--- config.mk ---
export PLATFORM = sky130hd
export DESIGN_NAME = hier_child_sequencer
export DESIGN_NICKNAME = d
export VERILOG_FILES = /design/src/rtl/hier_child_sequencer.sv
export SDC_FILE = /design/constraint.sdc
export NUM_CORES = 1
export LEC_CHECK = 0
export CAP_MARGIN = 20
export CORE_UTILIZATION = 45
export DETAILED_ROUTE_END_ITERATION = 6
export PLACE_DENSITY = 0.74
export SYNTH_ARGS = -nofsm -noshare
export SYNTH_HDL_FRONTEND = slang
export SYNTH_SLANG_ARGS = --single-unit
--- constraint.sdc ---
create_clock -name clk -period 1.94 [get_ports clk]
set_input_delay 0.291 -clock clk [delete_from_list [all_inputs] [get_ports clk]]
set_output_delay 0.291 -clock clk [all_outputs]
set_load 0.01 [all_outputs]
--- src/rtl/hier_child_sequencer.sv ---
// Per-level launch sequencer: strobes each child's start in index order, waits for its done,
// and reports completion or a per-child timeout to the parent level.
module hier_child_sequencer #(
  parameter int unsigned NUM_CHILDREN = 5,
  parameter int unsigned TIMEOUT      = 255,
  parameter int unsigned CNT_W        = 8,
  parameter int unsigned IDX_W        = 3
) (
  input  logic                    clk,
  input  logic                    rst,
  input  logic                    start_i,
  output logic                    busy_o,
  output logic                    done_o,
  output logic                    error_o,
  output logic [IDX_W-1:0]        fail_idx_o,
  output logic [IDX_W-1:0]        active_idx_o,
  output logic [NUM_CHILDREN-1:0] child_start_o,
  input  logic [NUM_CHILDREN-1:0] child_done_i
);

  localparam logic [2:0] S_IDLE   = 3'd0;
  localparam logic [2:0] S_LAUNCH = 3'd1;
  localparam logic [2:0] S_WAIT   = 3'd2;
  localparam logic [2:0] S_DONE   = 3'd3;
  localparam logic [2:0] S_ERR    = 3'd4;

  localparam logic [IDX_W-1:0] LP_LAST_IDX = IDX_W'(NUM_CHILDREN - 1);
  // With TIMEOUT=0 this wraps to all-ones, but it is never used because LP_TMO_EN is 0.
  localparam logic [CNT_W-1:0] LP_TMO_LAST = CNT_W'(TIMEOUT - 1);
  localparam bit               LP_TMO_EN   = (TIMEOUT != 0);

  logic [2:0]       r_state;
  logic [2:0]       w_state_nxt;
  logic [IDX_W-1:0] r_idx;
  logic [IDX_W-1:0] w_idx_nxt;
  logic [CNT_W-1:0] r_cnt;
  logic [CNT_W-1:0] w_cnt_nxt;
  logic             r_error;
  logic             w_error_nxt;
  logic [IDX_W-1:0] r_fail_idx;
  logic [IDX_W-1:0] w_fail_idx_nxt;

  logic             w_cur_done;
  logic             w_timeout;
  logic             w_busy;

  // Only the done bit of the child currently awaited is ever looked at.
  always_comb begin
    w_cur_done = 1'b0;
    for (int i = 0; i < int'(NUM_CHILDREN); i++) begin
      if (r_idx == IDX_W'(i)) begin
        w_cur_done = child_done_i[i];
      end
    end
  end

  assign w_timeout = LP_TMO_EN && (r_cnt == LP_TMO_LAST);

  always_comb begin
    w_state_nxt    = r_state;
    w_idx_nxt      = r_idx;
    w_cnt_nxt      = r_cnt;
    w_error_nxt    = r_error;
    w_fail_idx_nxt = r_fail_idx;
    unique case (r_state)
      S_IDLE: begin
        if (start_i) begin
          w_state_nxt    = S_LAUNCH;
          w_idx_nxt      = '0;
          w_error_nxt    = 1'b0;
          w_fail_idx_nxt = '0;
        end
      end
      S_LAUNCH: begin
        w_cnt_nxt   = '0;
        w_state_nxt = S_WAIT;
      end
      S_WAIT: begin
        // A done on the final timeout cycle still counts as success.
        if (w_cur_done) begin
          if (r_idx == LP_LAST_IDX) begin
            w_state_nxt = S_DONE;
          end else begin
            w_idx_nxt   = r_idx + IDX_W'(1);
            w_state_nxt = S_LAUNCH;
          end
        end else if (w_timeout) begin
          w_state_nxt    = S_ERR;
          w_error_nxt    = 1'b1;
          w_fail_idx_nxt = r_idx;
        end else begin
          w_cnt_nxt = r_cnt + CNT_W'(1);
        end
      end
      S_DONE: begin
        w_state_nxt = S_IDLE;
        w_idx_nxt   = '0;
      end
      S_ERR: begin
        w_state_nxt = S_IDLE;
        w_idx_nxt   = '0;
      end
      default: begin
        w_state_nxt = S_IDLE;
        w_idx_nxt   = '0;
      end
    endcase
  end

  always_ff @(posedge clk) begin
    if (rst) begin
      r_state    <= S_IDLE;
      r_idx      <= '0;
      r_cnt      <= '0;
      r_error    <= 1'b0;
      r_fail_idx <= '0;
    end else begin
      r_state    <= w_state_nxt;
      r_idx      <= w_idx_nxt;
      r_cnt      <= w_cnt_nxt;
      r_error    <= w_error_nxt;
      r_fail_idx <= w_fail_idx_nxt;
    end
  end

  assign w_busy = (r_state == S_LAUNCH) || (r_state == S_WAIT);

  always_comb begin
    child_start_o = '0;
    for (int i = 0; i < int'(NUM_CHILDREN); i++) begin
      child_start_o[i] = (r_state == S_LAUNCH) && (r_idx == IDX_W'(i));
    end
  end

  assign busy_o       = w_busy;
  assign done_o       = (r_state == S_DONE);
  assign error_o      = r_error;
  assign fail_idx_o   = r_fail_idx;
  assign active_idx_o = w_busy ? r_idx : '0;

endmodule

==> flow_summary.json <==
{
  "switching_share_pct": 27.67,
  "synth_ff_type": "dfxtp_1",
  "final_util_pct": 78.49,
  "worstSetupPathType": "flop to flop",
  "remaining_drc_errors": 0,
  "drive_gt1_share_pct": 42.93,
  "die_x_um": 50.93,
  "slew_viol_final": 0,
  "place_inst": 199,
  "yosysSeqAreaShare_pct": 33.45,
  "path_max_fanout": 4,
  "worstHoldPathType": "flop to flop",
  "p_leak_uw": 0.0007201,
  "synth_area_um2": 1077,
  "dpl-instance-area_um2": 1506,
  "setup_tns_ps": -356.0,
  "combPwrFrac_pct": 21.8,
  "cts_buffers": 3,
  "r2r_cells": 9,
  "pwr-share-seq_pct": 47.6,
  "setup_viol": 8,
  "synth.distinct_cells": 37,
  "cts.sinks": 18,
  "holdPathStages": 1,
  "hold_violations": 0,
  "routed_via_density": 5.868,
  "ys_async_sr_fraction_pct": 0,
  "required_ps": 2180,
  "clk_path_buf_depth": 2,
  "final_nets": 200,
  "period_minus_slack_ps": 2024,
  "overflow": 0,
  "clkLatencyLatePin_ps": 300,
  "fin_skew_ps": 7.393,
  "ys.warnings.count": 0,
  "grt_pass1_vias": 1109,
  "power.density_nw_per_um2": 455.6,
  "internal_power_uw": 577.7,
  "routed_wl_mm": 3.324,
  "drt_iter0_drc": 40,
  "worst_slew_pin_slew_ps": 428.9,
  "htreeDepth": 1,
  "worstPathArrival_ps": 2270,
  "ir_drop_mv": 0.4908,
  "grt_pass1_wl_mm": 5.147,
  "area_growth_pct": 62.72,
  "cts_tree": "yes",
  "pwr-share-clk_pct": 30.6,
  "grt_max_degree": 14,
  "rsz0062_at_grt": "true",
  "setup_slack_ps": -84.15,
  "rows": 17,
  "post-route-period-util_pct": 104.3,
  "port_buffers": 21,
  "syn_area_per_cell_um2": 8.100,
  "coreArea_um2": 2233,
  "end_kind": "flop",
  "dp_hpwl_mm": 2.165,
  "crit_path_start_kind": "flop",
  "cts_root_buffer": "clkbuf_4",
  "p_sw_uw": 221.0,
  "track_usage_pct": 26.58,
  "dr_total_vias": 1244,
  "outcome": "finished with violations",
  "start_util_pct": 48.24,
  "clkSlewWorstSetupHoldPaths_ps": 110,
  "synth_edf_count": 0,
  "die_y_um": 50.93,
  "finalPower_uw": 798.7,
  "cts-hold-fix-buffers": 0,
  "fin_cells": 212,
  "relSlewSlack_pct": 71.03,
  "routedWlPerCell_um": 15.68,
  "die_area_um2": 2594,
  "syn_inst": 133,
  "violations": "setup timing",
  "maxCapViolCount": 0,
  "ios": 22,
  "antenna_found_initial": 0,
  "drt_first_pass_iters": 7,
  "diodes": 0,
  "design_area_um2": 1753,
  "ys_ff_latch": 18,
  "syn-num-nets": 148,
  "place.gp.congestion": 0.8363,
  "max_clock_freq_ghz": 0.4940,
  "antenna_left": 0
}
-- flip-flops by register name, summed over array words and instances, names as in the netlist --
| register | cells |
|---|---|
| r_idx | 3 |
| r_cnt | 8 |
| error_o | 1 |
| r_state | 3 |
| fail_idx_o | 3 |
-- Yosys cell counts (all sizes together) (3+ instances only) --
cell type	number	area, um^2
a21o	4	30.03
inv	9	33.78
and3	5	31.28
a21oi	10	50.05
a31o	4	35.03
ha	7	87.58
nand2	6	22.52
or4	3	22.52
nor2	10	37.54
nor3	3	15.01
dfxtp	18	360.4
clkbuf	4	15.01
nand3	8	40.04
o21ai	5	25.02
nand4	4	25.02
nor4b	3	26.28
nor3b	4	30.03
-- kinds of logic after synthesis --
logic type / Yosys count / synth area share (%)
buffers and inverters: 15 / 5.690
AND/OR/NAND/NOR: 59 / 31.71
adder cells (fa/ha/maj): 7 / 8.130
AO/OA/AOI/OAI: 34 / 21.02
flip-flops: 18 / 33.45
-- timing repair --
action                                  4_1_cts  5_1_grt
endpoints found under the setup margin       25       19
setup buffers                                 5        5
resized for setup                            27       25
pin swaps                                     3       17
-- through the flow --
stage	hold slack [ps]	worst slack [ps]
6_report	456.2	-84.15
5_1_grt	470.1	-157.1
4_1_cts	445.2	-66.76
3_5_place_dp	457.8	-221.6
3_3_place_gp	451.4	-156.0
2_1_floorplan	450.9	3.945
-- path summary, 6_finish.rpt --
check	to	slack, ps	from
hold / removal	r_state[0]$_SDFFE_PP0P_	460	r_state[0]$_SDFFE_PP0P_
hold reg to reg	r_state[0]$_SDFFE_PP0P_	460	r_state[0]$_SDFFE_PP0P_
setup / recovery	r_cnt[4]$_SDFFE_PP0P_	-80	r_idx[1]$_SDFFE_PP0P_
setup reg to reg	r_cnt[4]$_SDFFE_PP0P_	-80	r_idx[1]$_SDFFE_PP0P_
-- worst max-delay path, stage by stage, from the launching register on --
cell and delay, ps:
dfxtp_4 380, ha_4 160, ha_4 170, buf_6 110, nand3b_1 80, o31ai_2 80
buf_4 150, a211oi_2 230, or4b_4 480, a21oi_2 120
-- final cells by class --
class	instances	area, um^2
Clock buffer	4	36.28
Fill cell	146	480.5
Inverter	9	33.78
Multi-Input combinational cell	100	815.8
Sequential cell	18	374.1
Tap cell	28	35.03
Timing Repair Buffer	53	457.9
-- cells in the final DEF (no fill, tap or decap), types with 2 or more instances in the layout --
cell / Yosys / final
a21o_1: 4 / 3
buf_6: 0 / 4
o211ai_1: 2 / 2
and3_1: 5 / 5
buf_4: 1 / 28
dfxtp_1: 18 / 11
nor2b_1: 2 / 2
o31ai_2: 0 / 2
nand2_1: 6 / 5
nor2_2: 0 / 2
o21ai_0: 4 / 2
nor4_1: 2 / 2
a211oi_2: 0 / 2
a31o_2: 4 / 4
nor2_1: 10 / 8
nand3_1: 8 / 8
nor3b_4: 0 / 2
dfxtp_2: 0 / 5
inv_1: 9 / 8
nand4_1: 4 / 4
ha_2: 0 / 2
ha_4: 0 / 2
clkbuf_4: 0 / 3
dfxtp_4: 0 / 2
dlygate4sd2_1: 0 / 8
o21ai_1: 1 / 2
nor3_1: 3 / 3
clkdlybuf4s50_1: 0 / 11
nor4b_2: 0 / 3
ha_1: 7 / 3
a21oi_1: 10 / 6
a21oi_2: 0 / 4
or4_4: 0 / 3
-- power groups by stage --
stage,clock network (uW),registers [uW],logic [uW]
2_1_floorplan,0,387,68.8
3_3_place_gp,0,388,141
3_5_place_dp,0,388,143
4_1_cts,243,381,159
5_1_grt,268,381,186
6_report,244,380,174
-- layer usage --
metal,vias up,track usage [%],share of wire [%]
met4,0,11.57,2.5
met5,-,0,0
met3,10,3.274,5.5
met1,573,36.25,45
li1,598,-,-
met2,63,41.67,47
(Power assumes the default switching activity.)
